`config.mk`:
```
export PLATFORM = sky130hd
export DESIGN_NAME = pc_attack_engine
export DESIGN_NICKNAME = d
export VERILOG_FILES = /design/src/rtl/pc_attack_engine.sv
export SDC_FILE = /design/constraint.sdc
export NUM_CORES = 1
export LEC_CHECK = 0
export CAP_MARGIN = 20
export CORE_MARGIN = 8
export CORE_UTILIZATION = 54
export DETAILED_ROUTE_END_ITERATION = 6
export GPL_ROUTABILITY_DRIVEN = 1
export HOLD_SLACK_MARGIN = 0.12
export PLACE_DENSITY_LB_ADDON = 0.08
export SKIP_CTS_REPAIR_TIMING = 1
export SYNTH_ARGS = -nofsm -noshare
export SYNTH_HDL_FRONTEND = slang
export SYNTH_SLANG_ARGS = --single-unit
```
`constraint.sdc`:
```
create_clock -name clk -period 5.55 [get_ports clk]
set_clock_uncertainty 0.1 [all_clocks]
set_input_delay 1.11 -clock clk [delete_from_list [all_inputs] [get_ports clk]]
set_output_delay 1.11 -clock clk [all_outputs]
set_load 0.005 [all_outputs]
```
`src/rtl/pc_attack_engine.sv`:
```
// PC-side attacker for the 5x5 battleship board: picks an unattacked cell (LFSR first, linear scan
// as fallback), issues one write strobe per PC turn, and keeps the PC hit count / win flag.
module pc_attack_engine #(
    parameter int         N         = 5,
    parameter logic [7:0] LFSR_SEED = 8'hB4,
    parameter int         MAX_TRIES = 16
) (
    input  logic                       clk,
    input  logic                       rst,
    input  logic                       pc_turn_State,
    input  logic [N-1:0][N-1:0][1:0]   tablero_jugador,
    input  logic [4:0]                 target_cells,
    output logic                       attack_valid,
    output logic [2:0]                 attack_i,
    output logic [2:0]                 attack_j,
    output logic [1:0]                 attack_val,
    output logic                       turn_done,
    output logic                       board_exhausted,
    output logic [4:0]                 pc_hits,
    output logic                       pc_wins
);

    typedef enum logic [2:0] {IDLE, PICK, CHECK, SCAN, COMMIT, DONE} state_t;

    localparam int          TW       = $clog2(MAX_TRIES + 1);
    localparam logic [3:0]  N4       = 4'(N);
    localparam logic [2:0]  LAST     = 3'(N - 1);
    localparam logic [TW-1:0] TRY_LAST = TW'(MAX_TRIES - 1);
    localparam logic [1:0]  BARCO       = 2'b01;
    localparam logic [1:0]  ATACA_BARCO = 2'b10;
    localparam logic [1:0]  ATACA_AGUA  = 2'b11;

    state_t          state, state_next;
    logic [7:0]      lfsr;
    logic            turn_q;
    logic [TW-1:0]   tries;
    logic [2:0]      cand_i, cand_j;
    logic [2:0]      scan_i, scan_j;

    logic            start, pick_ok, out_of_tries, scan_last;
    logic [1:0]      cand_cell, scan_cell;

    assign start        = pc_turn_State && !turn_q;
    assign pick_ok      = ({1'b0, lfsr[2:0]} < N4) && ({1'b0, lfsr[5:3]} < N4);
    assign out_of_tries = (tries == TRY_LAST);
    assign scan_last    = (scan_i == LAST) && (scan_j == LAST);
    assign cand_cell    = tablero_jugador[cand_i][cand_j];
    assign scan_cell    = tablero_jugador[scan_i][scan_j];

    // The whole block runs on the falling edge of clk.
    // NOTE: sequential state uses non-blocking assignments so every register samples pre-edge values.
    always_ff @(negedge clk or negedge rst) begin
        if (!rst) begin
            state <= IDLE;
        end else begin
            state <= state_next;
        end
    end

    // NOTE: state_next gets a default first so no path through the case infers a latch.
    always_comb begin
        state_next = state;
        case (state)
            IDLE:   if (start) state_next = PICK;
            PICK: begin
                if (pick_ok)           state_next = CHECK;
                else if (out_of_tries) state_next = SCAN;
            end
            CHECK: begin
                if (!cand_cell[1])     state_next = COMMIT;
                else if (out_of_tries) state_next = SCAN;
                else                   state_next = PICK;
            end
            SCAN: begin
                if (!scan_cell[1])     state_next = COMMIT;
                else if (scan_last)    state_next = DONE;
            end
            COMMIT: state_next = DONE;
            DONE:   state_next = IDLE;
            default: state_next = IDLE;
        endcase
    end

    always_comb begin
        attack_valid = (state == COMMIT);
        turn_done    = (state == DONE);
        pc_wins      = (target_cells != 5'd0) && (pc_hits == target_cells);
    end

    // Fibonacci LFSR, taps 8,6,5,4; free-running so the pick sequence depends on turn timing.
    always_ff @(negedge clk or negedge rst) begin
        if (!rst) begin
            lfsr   <= LFSR_SEED;
            turn_q <= 1'b0;
        end else begin
            lfsr   <= {lfsr[6:0], lfsr[7] ^ lfsr[5] ^ lfsr[4] ^ lfsr[3]};
            turn_q <= pc_turn_State;
        end
    end

    always_ff @(negedge clk or negedge rst) begin
        if (!rst) begin
            tries           <= '0;
            cand_i          <= '0;
            cand_j          <= '0;
            scan_i          <= '0;
            scan_j          <= '0;
            attack_i        <= '0;
            attack_j        <= '0;
            attack_val      <= '0;
            pc_hits         <= '0;
            board_exhausted <= 1'b0;
        end else begin
            case (state)
                IDLE: begin
                    if (start) begin
                        tries  <= '0;
                        scan_i <= '0;
                        scan_j <= '0;
                    end
                end
                PICK: begin
                    if (pick_ok) begin
                        cand_i <= lfsr[2:0];
                        cand_j <= lfsr[5:3];
                    end else begin
                        tries <= tries + TW'(1);
                    end
                end
                CHECK: begin
                    if (!cand_cell[1]) begin
                        attack_i   <= cand_i;
                        attack_j   <= cand_j;
                        attack_val <= (cand_cell == BARCO) ? ATACA_BARCO : ATACA_AGUA;
                    end else begin
                        tries <= tries + TW'(1);
                    end
                end
                SCAN: begin
                    if (!scan_cell[1]) begin
                        attack_i   <= scan_i;
                        attack_j   <= scan_j;
                        attack_val <= (scan_cell == BARCO) ? ATACA_BARCO : ATACA_AGUA;
                    end else if (scan_last) begin
                        board_exhausted <= 1'b1;
                    end else if (scan_j == LAST) begin
                        scan_j <= '0;
                        scan_i <= scan_i + 3'd1;
                    end else begin
                        scan_j <= scan_j + 3'd1;
                    end
                end
                COMMIT: begin
                    if (attack_val == ATACA_BARCO && pc_hits != 5'd31) begin
                        pc_hits <= pc_hits + 5'd1;
                    end
                end
                default: ;
            endcase
        end
    end

endmodule

```
; ---- Word level (Yosys, flattened, before mapping)
; Cells that the tools add are included.
[totals]
out_inout_bits = 17
input_bits = 58
elab_cells = 108
regBits = 43
[op_classes]
n_eq_ne = 23
n_bitwise = 3
mux = 40
add_sub_neg = 4
reduce_logical = 19
order_cmp = 6
[op_table]
columns = cell, n
row1 = binary-select mux 10 bit (select 3 bit), 2
row2 = 2-to-1 mux 3 bit, 17
row3 = case mux 3 bit (2 select lines), 4
row4 = 2-to-1 mux 10 bit, 2
row5 = less-than comparator 3 x 4 -> 1 bit (second input constant), 4
row6 = != test 2 bit (second input constant), 8
row7 = 2-to-1 mux 5 bit, 3
row8 = case mux 3 bit (5 select lines), 1
row9 = case mux 5 bit (3 select lines), 1
row10 = binary-select mux 2 bit (select 3 bit), 2
row11 = equality test 3 bit (second input constant), 4
row12 = adder 5 x 1 -> 5 bit (second input constant), 2
row13 = 2-to-1 mux 2 bit, 5
row14 = AND reduction 3 bit, 3
row15 = AND reduction 4 bit, 2
row16 = adder 3 x 1 -> 3 bit (second input constant), 2
row17 = equality test 3 x 2 -> 1 bit (second input constant), 2
row18 = less-than comparator 3 bit (second input constant), 2
row19 = != test 3 bit (second input constant), 2
row20 = equality test 5 x 4 -> 1 bit (second input constant), 1
row21 = equality test 5 bit, 1
row22 = logical AND 1 bit, 5
row23 = != test 5 bit (second input constant), 1
row24 = AND reduction 5 bit, 1
row25 = other kinds (12), 18

; ---- Logic depth before layout (Yosys ltp)
; Gate-level depths: netlist (run 1).
[logic_depth]
word_depth = 8
mapped_depth = 10
ltp_nobuf = 8

==> results.md, run 1 <==
• I/O pin count: 75
• setup slack after placement: -0.7719 ns
• proportion of synthesized chip area in sequential cells: 34.84%
• overflow left after global routing: 0
• remaining number of nets flagged by the antenna check after routing: 0
• Post-Layout Inst Area: 0.004302 mm2
• number of flip-flops and latches in the synthesized netlist: 43
• total clock buffers created by CTS: 5
• vias in the first global route: 2868
• count of unresolved DRC violations after routing: 0
• unrepaired setup endpoints after global routing: yes
• area grow syn2layout: 38.63%
• maximum number of pins on one net before global-route repair: 23
• GRT Overall Usage: 20.53%
• worst-path cell with the longest stage delay: mux4_2
• violations in the final reports: negative setup slack
• total setup violations reported at the end of the flow: 8
• die height: 91.81 um
• ANT cells: 0
• Synth Warn #: 0
• final-stage net count: 460
• total of max-cap violations: 0
• Placed Instance Area: 0.004029 mm2
• vias per inst: 6.169
• minimum setup slack in the final design: -0.09529 ns
• clock tree from TritonCTS: done
• Tightest Hold Check Type: register to register
• clock-pin slew reported for the worst setup and hold paths after clock tree synthesis: 0.06 ns
• area used by sequential logic in the layout: 0.001081 mm2
• sum of internal, switching and leakage power: 1.285 mW
• global-route wire length before repair: 14230 um
• share of final-layout standard cells stronger than drive strength 1: 24.30%
• # fillers: 393
• Leak: 1.884 nW
• total iterations of the first detailed-routing run: 5
• maximum ir drop on the vdd rail: 272.9 uV
• area leader, netlist: dfrtn_1
• total wirelength of the detailed-routed design: 8940 um
• most area-consuming cells after synthesis: dfrtn_1, mux4_2, mux2i_1
• Post-Route Utilization: 77.64%
• clock insertion delay at the later pin of the skew report: 0.36 ns
• Worst EP arrival: 2.92 ns
• Top FF cell, synth: dfrtn_1
• mean area per synthesized cell: 10.31 um2
• buffer depth of the longest clock path: 2
• largest driver fanout on the critical path: 8
• hpwl dp: 6822 um
• Synth Instances: 301
• area of the multi-input gates: 0.001964 mm2
• max incr delay on CP: 0.46 ns
• Synth cell types: 61
• critical path start-end classification: input pin to register
• share of the synthesized area in the top cell type: 31.45%
• transition at the pin with the smallest max-transition slack: 0.7821 ns
• CTS root buf: clkbuf_8
• synthesized area: 0.003103 mm2
• number of flops mapped to enable cells by yosys: 0
• antenna violations before repair: 0
• routed wire length per instance: 19.14 um
• critical path required time: 2.83 ns
• cells traversed along the worst timing path: buf_6, mux4_2, a22o_1, a31o_1, o21ai_1, o2111a_1, buf_12, mux2_4
• # port buffers: 74
• Max-slew headroom: 47.86%
• number of sinks driven by the clock tree: 43
• floorplan die width: 91.81 um
• Worst setup SP type: input pin
• run status: complete, but fails checks
• leading cell type in the layout, fill and taps excluded: clkdlybuf4s50_1
• Power per Cell Area: 298.8 mW/mm2
• max-slew violation count: 0
• H-tree lvl count: 2
• proportion of register bits with asynchronous set or reset after synthesis: 100.0%
• Std-Cell Core Area: 0.005540 mm2
• final hold violation count: 0
• row count: 27
• Worst setup EP type: register
• DRC violation total after the first TritonRoute iteration: 251
• effective utilization at floorplan: 56.01%
• die area: 0.008428 mm2
• number of nets produced by synthesis: 367
• weighted congestion reported at the end of routability-driven placement: 0.8895
• most frequent cells in the layout: clkdlybuf4s50_1, dfrtn_1, nand2_1
• overall via count from detail_route: 2881
flip-flops by register name (all words and copies together) (netlist names), 2 cells and up:
register and count:
attack_j 3, attack_val 2, scan_i 3, cand_j 3, tries 5, attack_i 3
lfsr 8, scan_j 3, state 3, pc_hits 5, cand_i 3
through the flow:
stage	hold slack, ns	setup TNS, ns	std cells
floorplan	0.2157	-1.876	301
global placement	0.2193	-13.07	451
detailed placement	0.2238	-14.38	451
CTS	0.1877	-7.720	462
global route	0.1919	-0.7380	467
finish	0.1874	-0.6783	467
metal layers:
| layer | global-route usage (%) | up-vias | wire length, um |
|---|---|---|---|
| met5 | 0 | - | 0 |
| met4 | 4.966 | 0 | 91 |
| met3 | 4.727 | 12 | 575 |
| met2 | 35.59 | 115 | 4547 |
| met1 | 25.21 | 1417 | 3725 |
| li1 | - | 1337 | - |
final timing paths:
kind | end | slack (ns) | startpoint | depth (start not counted)
worst max-delay path | attack_i[0]$_DFFE_NN0P_ | -0.1 | tablero_jugador[33] | 8
worst min-delay path | lfsr[7]$_DFF_NN1_ | 0.19 | lfsr[6]$_DFF_NN0_ | 0
worst max register to register | attack_i[0]$_DFFE_NN0P_ | 2.68 | scan_i[0]$_DFFE_NN0P_ | 7
worst min register to register | lfsr[7]$_DFF_NN1_ | 0.19 | lfsr[6]$_DFF_NN0_ | 0
max in group asynchronous | lfsr[4]$_DFF_NN1_ | 1.38 | rst | 2
min in group asynchronous | attack_i[0]$_DFFE_NN0P_ | 3.32 | rst | 1
logic make-up after synthesis:
family          synth area share [%]
compound gates                 14.72
xor+xnor                       2.823
fa+ha+maj                      3.226
buf+inv                        4.274
flops                          34.84
mux                            24.92
simple gates                   15.20
power by group:
group / switching [mW] / total (mW) / internal [mW]
clock network: 0.113 / 0.252 / 0.139
logic: 0.280 / 0.602 / 0.323
registers: 0.0740 / 0.431 / 0.357
total: 0.467 / 1.29 / 0.818
area by class of cell:
| type | count | share of cell area (%) |
|---|---|---|
| clock buffers | 6 | 1.687 |
| inverters | 10 | 0.8726 |
| flip-flops and latches | 43 | 25.13 |
| clock inverters | 6 | 1.251 |
| repair buffers | 101 | 23.30 |
| well taps | 72 | 2.094 |
| multi-input cells | 229 | 45.67 |
synth_stat cells (2+ instances only):
master / instances
dfrtn_1: 39
nand2_1: 29
mux2i_1: 18
nor2_1: 15
o21ai_0: 15
mux4_2: 12
a21oi_1: 11
mux2_2: 11
inv_1: 10
clkbuf_1: 9
ha_1: 8
mux2_4: 8
nand3_1: 8
nand4_1: 8
xnor2_1: 8
buf_2: 7
nor3_1: 7
o211ai_1: 6
and3_1: 4
dfstp_2: 4
nand3b_1: 4
a31oi_1: 3
a32o_1: 3
mux4_1: 3
o22ai_1: 3
a211oi_1: 2
a22o_1: 2
a22oi_1: 2
a311oi_1: 2
and2_1: 2
buf_6: 2
nand2b_1: 2
nor4_1: 2
o21ai_1: 2
or2_1: 2
or2_2: 2
xor2_1: 2
worst max-delay path, delay by kind of cell:
kind / cells / cell delay, ns
buf+inv: 2 / 0.23
compound gates: 4 / 0.82
mux: 2 / 0.76
Note: power is estimated with default switching activity, not from simulation.
==> run 2: changes to the inputs <==
--- a/config.mk
+++ b/config.mk
@@ -8,10 +8,13 @@
 export CAP_MARGIN = 20
 export CORE_MARGIN = 8
 export CORE_UTILIZATION = 54
+export CTS_CLUSTER_DIAMETER = 100
 export DETAILED_ROUTE_END_ITERATION = 6
 export GPL_ROUTABILITY_DRIVEN = 1
 export HOLD_SLACK_MARGIN = 0.12
 export PLACE_DENSITY_LB_ADDON = 0.08
+export REMOVE_ABC_BUFFERS = 1
+export SETUP_SLACK_MARGIN = 0.3
 export SKIP_CTS_REPAIR_TIMING = 1
 export SYNTH_ARGS = -nofsm -noshare
 export SYNTH_HDL_FRONTEND = slang
==> results.md, run 2 (synthesized netlist as in run 1, its figures left out) <==
• I/O pin count: 75, unchanged
• total clock buffers created by CTS: 5, unchanged
• cell total after placement: 446, -1.1%
• total wirelength of the detailed-routed design: 9721 um, +8.7%
• clock-pin slew reported for the worst setup and hold paths after clock tree synthesis: 0.06 ns, about the same
• floorplan die width: 91.81 um, unchanged
• Post-Route Utilization: 79.47%, +1.8 points
• total iterations of the first detailed-routing run: 4, -1
• remaining number of nets flagged by the antenna check after routing: 0, unchanged
• GRT Overall Usage: 20.49%, -0.041 points
• antenna violations before repair: 0, unchanged
• net switching fraction of the power: 37.28%, +0.95 points
• Max-slew headroom: 1.664%, -46 points
• die area: 0.008428 mm2, unchanged
• Worst setup SP type: input pin
• Leak: 2.024 nW, +7.4%
• sequential group share of total power: 32.0%, -1.5 points
• max-slew violation count: 0, unchanged
• routing usage on met3: 4.808%, +0.081 points
• Hold WS: 0.1954 ns, +0.007986 ns
• unrepaired setup endpoints after global routing: yes
• effective utilization at floorplan: 56.01%, unchanged
• global-route wire length before repair: 14080 um, -1.1%
• final-stage net count: 465, +1.1%
• vias per inst: 6.155, -0.24%
• critical path start-end classification: input pin to register
• number of sinks driven by the clock tree: 43, unchanged
• register with the highest flop count: lfsr
• total of max-cap violations: 1, +1
• count of unresolved DRC violations after routing: 0, unchanged
• most frequent cells in the layout: dfrtn_1, clkdlybuf4s50_1, nand2_1
• post-route insts no fill: 472, +1.1%
• met1 demand-to-capacity share in global routing: 26.26%, +1.0 points
• most used routing layer: met2
• hpwl dp: 6625 um, -2.9%
• leading cell type in the layout, fill and taps excluded: dfrtn_1
• largest registers ranked by flip-flop count: lfsr: 8 flops, pc_hits: 5 flops, tries: 5 flops
• overall via count from detail_route: 2905, +0.83%
• Worst EP arrival: 2.95 ns, +0.03 ns
• routed wire length per instance: 20.60 um, +7.6%
• weighted congestion reported at the end of routability-driven placement: 0.9005, +1.2%
• final hold violation count: 0, unchanged
• Largest register FFs: 8, unchanged
• setup slack after placement: -0.7763 ns, -0.004369 ns
• met2 global-route usage: 33.85%, -1.7 points
• # port buffers: 74, unchanged
• Worst setup EP type: register
• row count: 27, unchanged
• buffer depth of the longest clock path: 2, unchanged
• DRC violation total after the first TritonRoute iteration: 287, +14%
• minimum setup slack in the final design: -0.1413 ns, -0.04600 ns
• critical path required time: 2.81 ns, -0.02 ns
• vias in the first global route: 2782, -3.0%
• maximum number of pins on one net before global-route repair: 25, +8.7%
• share of final-layout standard cells stronger than drive strength 1: 30.00%, +5.7 points
• total setup violations reported at the end of the flow: 13, +5
• largest driver fanout on the critical path: 8, unchanged
• maximum ir drop on the vdd rail: 268.5 uV, -1.6%
• net switching power of the design: 0.5080 mW, +8.8%
• proportion of power drawn by combinational gates: 49.6%, +2.7 points
• clock tree from TritonCTS: done
• Power per Cell Area: 309.5 mW/mm2, +3.6%
• transition at the pin with the smallest max-transition slack: 1.464 ns, +0.6817 ns
• Tightest Hold Check Type: register to register
• H-tree lvl count: 2, unchanged
• area grow syn2layout: 41.90%
• overflow left after global routing: 0, unchanged
• run status: complete, but fails checks
• clock insertion delay at the later pin of the skew report: 0.35 ns, about the same
• Internal: 0.8546 mW, +4.4%
• part of the power in the clock network: 18.4%, -1.2 points
• Std-Cell Core Area: 0.005540 mm2, unchanged
• die height: 91.81 um, unchanged
• violations in the final reports: max-capacitance violations, negative setup slack
• CTS root buf: clkbuf_8
• ANT cells: 0, unchanged
-- run 2: cell count changes in the layout (fill, tap and decap cells not counted), sizes merged --
cell	change
buf	+9
clkbuf	+2
clkdlybuf4s50	-11
clkinv	+1
dlymetal6s2s	+4
-- run 2: routing by layer --
| layer | vias up | wire length (um) |
|---|---|---|
| met5 | - | 0 |
| met4 | 0 | 150 |
| li1 | 1342 | - |
| met1 | 1412 | 3888 |
| met2 | 134 | 4988 |
| met3 | 17 | 692 |
-- run 2: through the flow --
step	total power [mW]	cell area, um2	setup TNS (ns)
final	1.363	4403	-1.284
after global routing	1.438	4403	-1.669
after CTS	1.225	4100	-7.424
after detailed placement	0.9785	3978	-14.28
after global placement	0.9672	3978	-13.56
after floorplan	0.7298	3012	-2.934
-- run 2: power groups by stage --
stage,clock (mW),combinational [mW],sequential (mW)
floorplan,0.00561,0.296,0.429
global placement,0.00561,0.528,0.434
detailed placement,0.00561,0.537,0.436
CTS,0.254,0.542,0.430
global route,0.273,0.723,0.441
finish,0.251,0.676,0.436
-- run 2: layout make-up --
type | count | area [um2]
multi-input combinational | 229 | 2039
fill | 348 | 1137
sequential | 43 | 1081
timing repair buffer | 106 | 1028
tap | 72 | 90.09
clock buffer | 5 | 68.82
clock inverter | 7 | 57.56
inverter | 10 | 37.54
-- run 2: critical path: stages --
cell and delay (ns):
buf_6 0.09, mux4_2 0.45, a22o_1 0.24, a31o_1 0.24, o21ai_1 0.13, o2111a_1 0.23, buf_12 0.15, mux2_4 0.30
-- run 2: path summary, 6_finish.rpt --
check	from	depth (start not counted)	end	slack [ns]
worst max-delay path	tablero_jugador[33]	8	attack_i[2]$_DFFE_NN0P_	-0.14
worst min register to register	lfsr[6]$_DFF_NN0_	0	lfsr[7]$_DFF_NN1_	0.20
worst max register to register	scan_i[0]$_DFFE_NN0P_	7	attack_i[2]$_DFFE_NN0P_	2.63
max in group asynchronous	rst	2	attack_j[1]$_DFFE_NN0P_	1.31
worst min-delay path	lfsr[6]$_DFF_NN0_	0	lfsr[7]$_DFF_NN1_	0.20
min in group asynchronous	rst	1	lfsr[1]$_DFF_NN0_	3.35
==> run 3: changes to the inputs <==
--- a/config.mk
+++ b/config.mk
@@ -5,9 +5,10 @@
 export SDC_FILE = /design/constraint.sdc
 export NUM_CORES = 1
 export LEC_CHECK = 0
+export ABC_AREA = 1
 export CAP_MARGIN = 20
 export CORE_MARGIN = 8
-export CORE_UTILIZATION = 54
+export CORE_UTILIZATION = 55
 export CTS_CLUSTER_DIAMETER = 100
 export DETAILED_ROUTE_END_ITERATION = 6
 export GPL_ROUTABILITY_DRIVEN = 1
==> results.md, run 3 <==
• total setup violations reported at the end of the flow: 0, -13
• vias in the first global route: 3479, +25%
• most area-consuming cells after synthesis: dfrtn_1, nand2_1, nand3_1
• leading cell type by number of instances after synthesis: nand2_1
• count of unresolved DRC violations after routing: 0, unchanged
• overall via count from detail_route: 3710, +28%
• effective utilization at floorplan: 56.51%, +0.50 points
• register with the highest flop count: lfsr
• mean area per synthesized cell: 6.573 um2, -36%
• Std-Cell Core Area: 0.005886 mm2, +6.2%
• maximum ir drop on the vdd rail: 412.9 uV, +54%
• weighted congestion reported at the end of routability-driven placement: 0.9113, +1.2%
• die height: 93.76 um, +2.1%
• antenna violations before repair: 0, unchanged
• proportion of register bits with asynchronous set or reset after synthesis: 100.0%, unchanged
• Synth Warn #: 0, unchanged
• largest registers ranked by flip-flop count: lfsr: 8 flops, pc_hits: 5 flops, tries: 5 flops
• Top FF cell, synth: dfrtn_1
• buffer depth of the longest clock path: 2, unchanged
• total iterations of the first detailed-routing run: 5, +1
• leading cell type in the layout, fill and taps excluded: nand2_1
• worst-path cell with the longest stage delay: dfrtn_1
• total clock buffers created by CTS: 5, unchanged
• Synth cell types: 38, -38%
• floorplan die width: 93.76 um, +2.1%
• overflow left after global routing: 0, unchanged
• clock insertion delay at the later pin of the skew report: 0.35 ns, about the same
• area of the multi-input gates: 0.002017 mm2, -1.1%
• H-tree lvl count: 2, unchanged
• most frequent cells in the layout: nand2_1, nand3_1, inv_1
• number of flip-flops and latches in the synthesized netlist: 43, unchanged
• die area: 0.008791 mm2, +4.3%
• largest driver fanout on the critical path: 2, -6
• # port buffers: 74, unchanged
• DRC violation total after the first TritonRoute iteration: 264, -8.0%
• minimum setup slack in the final design: 0.1303 ns, +0.2715 ns
• Largest register FFs: 8, unchanged
• Post-Layout Inst Area: 0.004437 mm2, +0.77%
• critical path required time: 4.34 ns, +1.53 ns
• critical path start-end classification: register to output pin
• Leak: 2.542 nW, +26%
• synthesized area: 0.003326 mm2, +7.2%
• remaining number of nets flagged by the antenna check after routing: 0, unchanged
• number of sinks driven by the clock tree: 43, unchanged
• Max-slew headroom: 32.26%, +31 points
• area used by sequential logic in the layout: 0.001081 mm2, unchanged
• maximum number of pins on one net before global-route repair: 44, +76%
• run status: finished clean
• global-route wire length before repair: 15930 um, +13%
• Synth Instances: 506, +68%
• share of the synthesized area in the top cell type: 29.35%, -2.1 points
• Post-Route Utilization: 75.38%, -4.1 points
• row count: 28, +3.7%
• final-stage net count: 653, +40%
• Tightest Hold Check Type: register to register
• total wirelength of the detailed-routed design: 10150 um, +4.4%
• transition at the pin with the smallest max-transition slack: 1.016 ns, -0.4476 ns
• max incr delay on CP: 0.43 ns, -0.02 ns
• ANT cells: 0, unchanged
• cells traversed along the worst timing path: xnor2_1, nand3_1, a2111oi_1, dlymetal6s2s_1
• setup slack after placement: -0.2428 ns, +0.5335 ns
• unrepaired setup endpoints after global routing: yes
• share of final-layout standard cells stronger than drive strength 1: 16.50%, -14 points
• max-slew violation count: 0, unchanged
• total of max-cap violations: 0, -1
• routed wire length per instance: 15.31 um, -26%
• clock-pin slew reported for the worst setup and hold paths after clock tree synthesis: 0.06 ns, about the same
• vias per inst: 5.596, -9.1%
• Worst setup SP type: register
• Worst setup EP type: output pin
• Worst EP arrival: 4.21 ns, +1.26 ns
• # fillers: 485, +39%
• clock tree from TritonCTS: done
• area leader, netlist: dfrtn_1
• top post-synthesis cells by count: nand2_1, nand3_1, inv_1
• hpwl dp: 7123 um, +7.5%
• CTS root buf: clkbuf_8
• Power per Cell Area: 346.9 mW/mm2, +12%
• number of flops mapped to enable cells by yosys: 0, unchanged
• I/O pin count: 75, unchanged
• proportion of synthesized chip area in sequential cells: 32.51%, -2.3 points
• GRT Overall Usage: 21.86%, +1.4 points
• final hold violation count: 0, unchanged
• Placed Instance Area: 0.004113 mm2, +3.4%
• area grow syn2layout: 33.41%
[run 3: path summary, 6_finish.rpt]
check | from | to | slack, ns | cells past startpoint
worst max-delay path | pc_hits[2]$_DFFE_NN0P_ | pc_wins | 0.13 | 4
worst min-delay path | lfsr[6]$_DFF_NN0_ | lfsr[7]$_DFF_NN1_ | 0.18 | 0
worst max register to register | cand_i[0]$_DFFE_NN0P_ | attack_i[0]$_DFFE_NN0P_ | 2.70 | 15
worst min register to register | lfsr[6]$_DFF_NN0_ | lfsr[7]$_DFF_NN1_ | 0.18 | 0
max in group asynchronous | rst | lfsr[2]$_DFF_NN1_ | 1.67 | 2
min in group asynchronous | rst | scan_j[1]$_DFFE_NN0P_ | 3.33 | 2
[run 3: per-layer routing]
layer | global-route usage [%] | part of all wire [%] | vias up
li1 | - | - | 1785
met1 | 28.77 | 41 | 1729
met2 | 36.35 | 49 | 179
met3 | 3.837 | 8.6 | 17
met4 | 4.756 | 1.5 | 0
met5 | 0 | 0 | -
[run 3: stage by stage]
| stage | cells | power, mW | TNS (ns) | hold WS, ns |
|---|---|---|---|---|
| global route | 663 | 1.657 | 0 | 0.1891 |
| detailed placement | 646 | 1.222 | -4.147 | 0.2223 |
| floorplan | 487 | 0.9249 | 0 | 0.2157 |
| CTS | 657 | 1.442 | -0.4336 | 0.1868 |
| finish | 663 | 1.539 | 0 | 0.1846 |
| global placement | 646 | 1.200 | -3.432 | 0.2173 |
[run 3: cells by family (layout without fill, tap and decap cells)]
family / count (synthesis) / in the layout / share of synthesized area (%)
simple gates: 289 / 290 / 36.91
compound gates: 78 / 78 / 13.54
buf+inv: 74 / 155 / 10.20
flops: 43 / 43 / 32.51
xor+xnor: 12 / 12 / 3.160
fa+ha+maj: 8 / 8 / 3.010
mux: 2 / 2 / 0.6772
[run 3: power breakdown]
part | total [mW] | switching [mW] | leakage, nW | internal [mW]
Combinational | 0.874 | 0.529 | 1.90 | 0.346
Sequential | 0.442 | 0.0654 | 0.567 | 0.377
Clock | 0.223 | 0.117 | 0.0734 | 0.105
Total | 1.54 | 0.711 | 2.54 | 0.828
[run 3: cell type report]
type                    count  share of cell area (%)
multi-input cells         390                   45.46
flip-flops and latches     43                   24.37
repair buffers             89                   20.95
inverters                  54                   4.625
well taps                  75                   2.115
clock buffers               6                   1.861
clock inverters             6                  0.6204
[run 3: critical path: cells and delay by family (launching register included)]
kind                      cells  cell delay [ns]
DFF                           1             0.43
and+or+nand+nor               1             0.10
xor gates and xnor gates      1             0.13
AOI/OAI and AO/OA             1             0.30
buffers and inverters         1             0.18
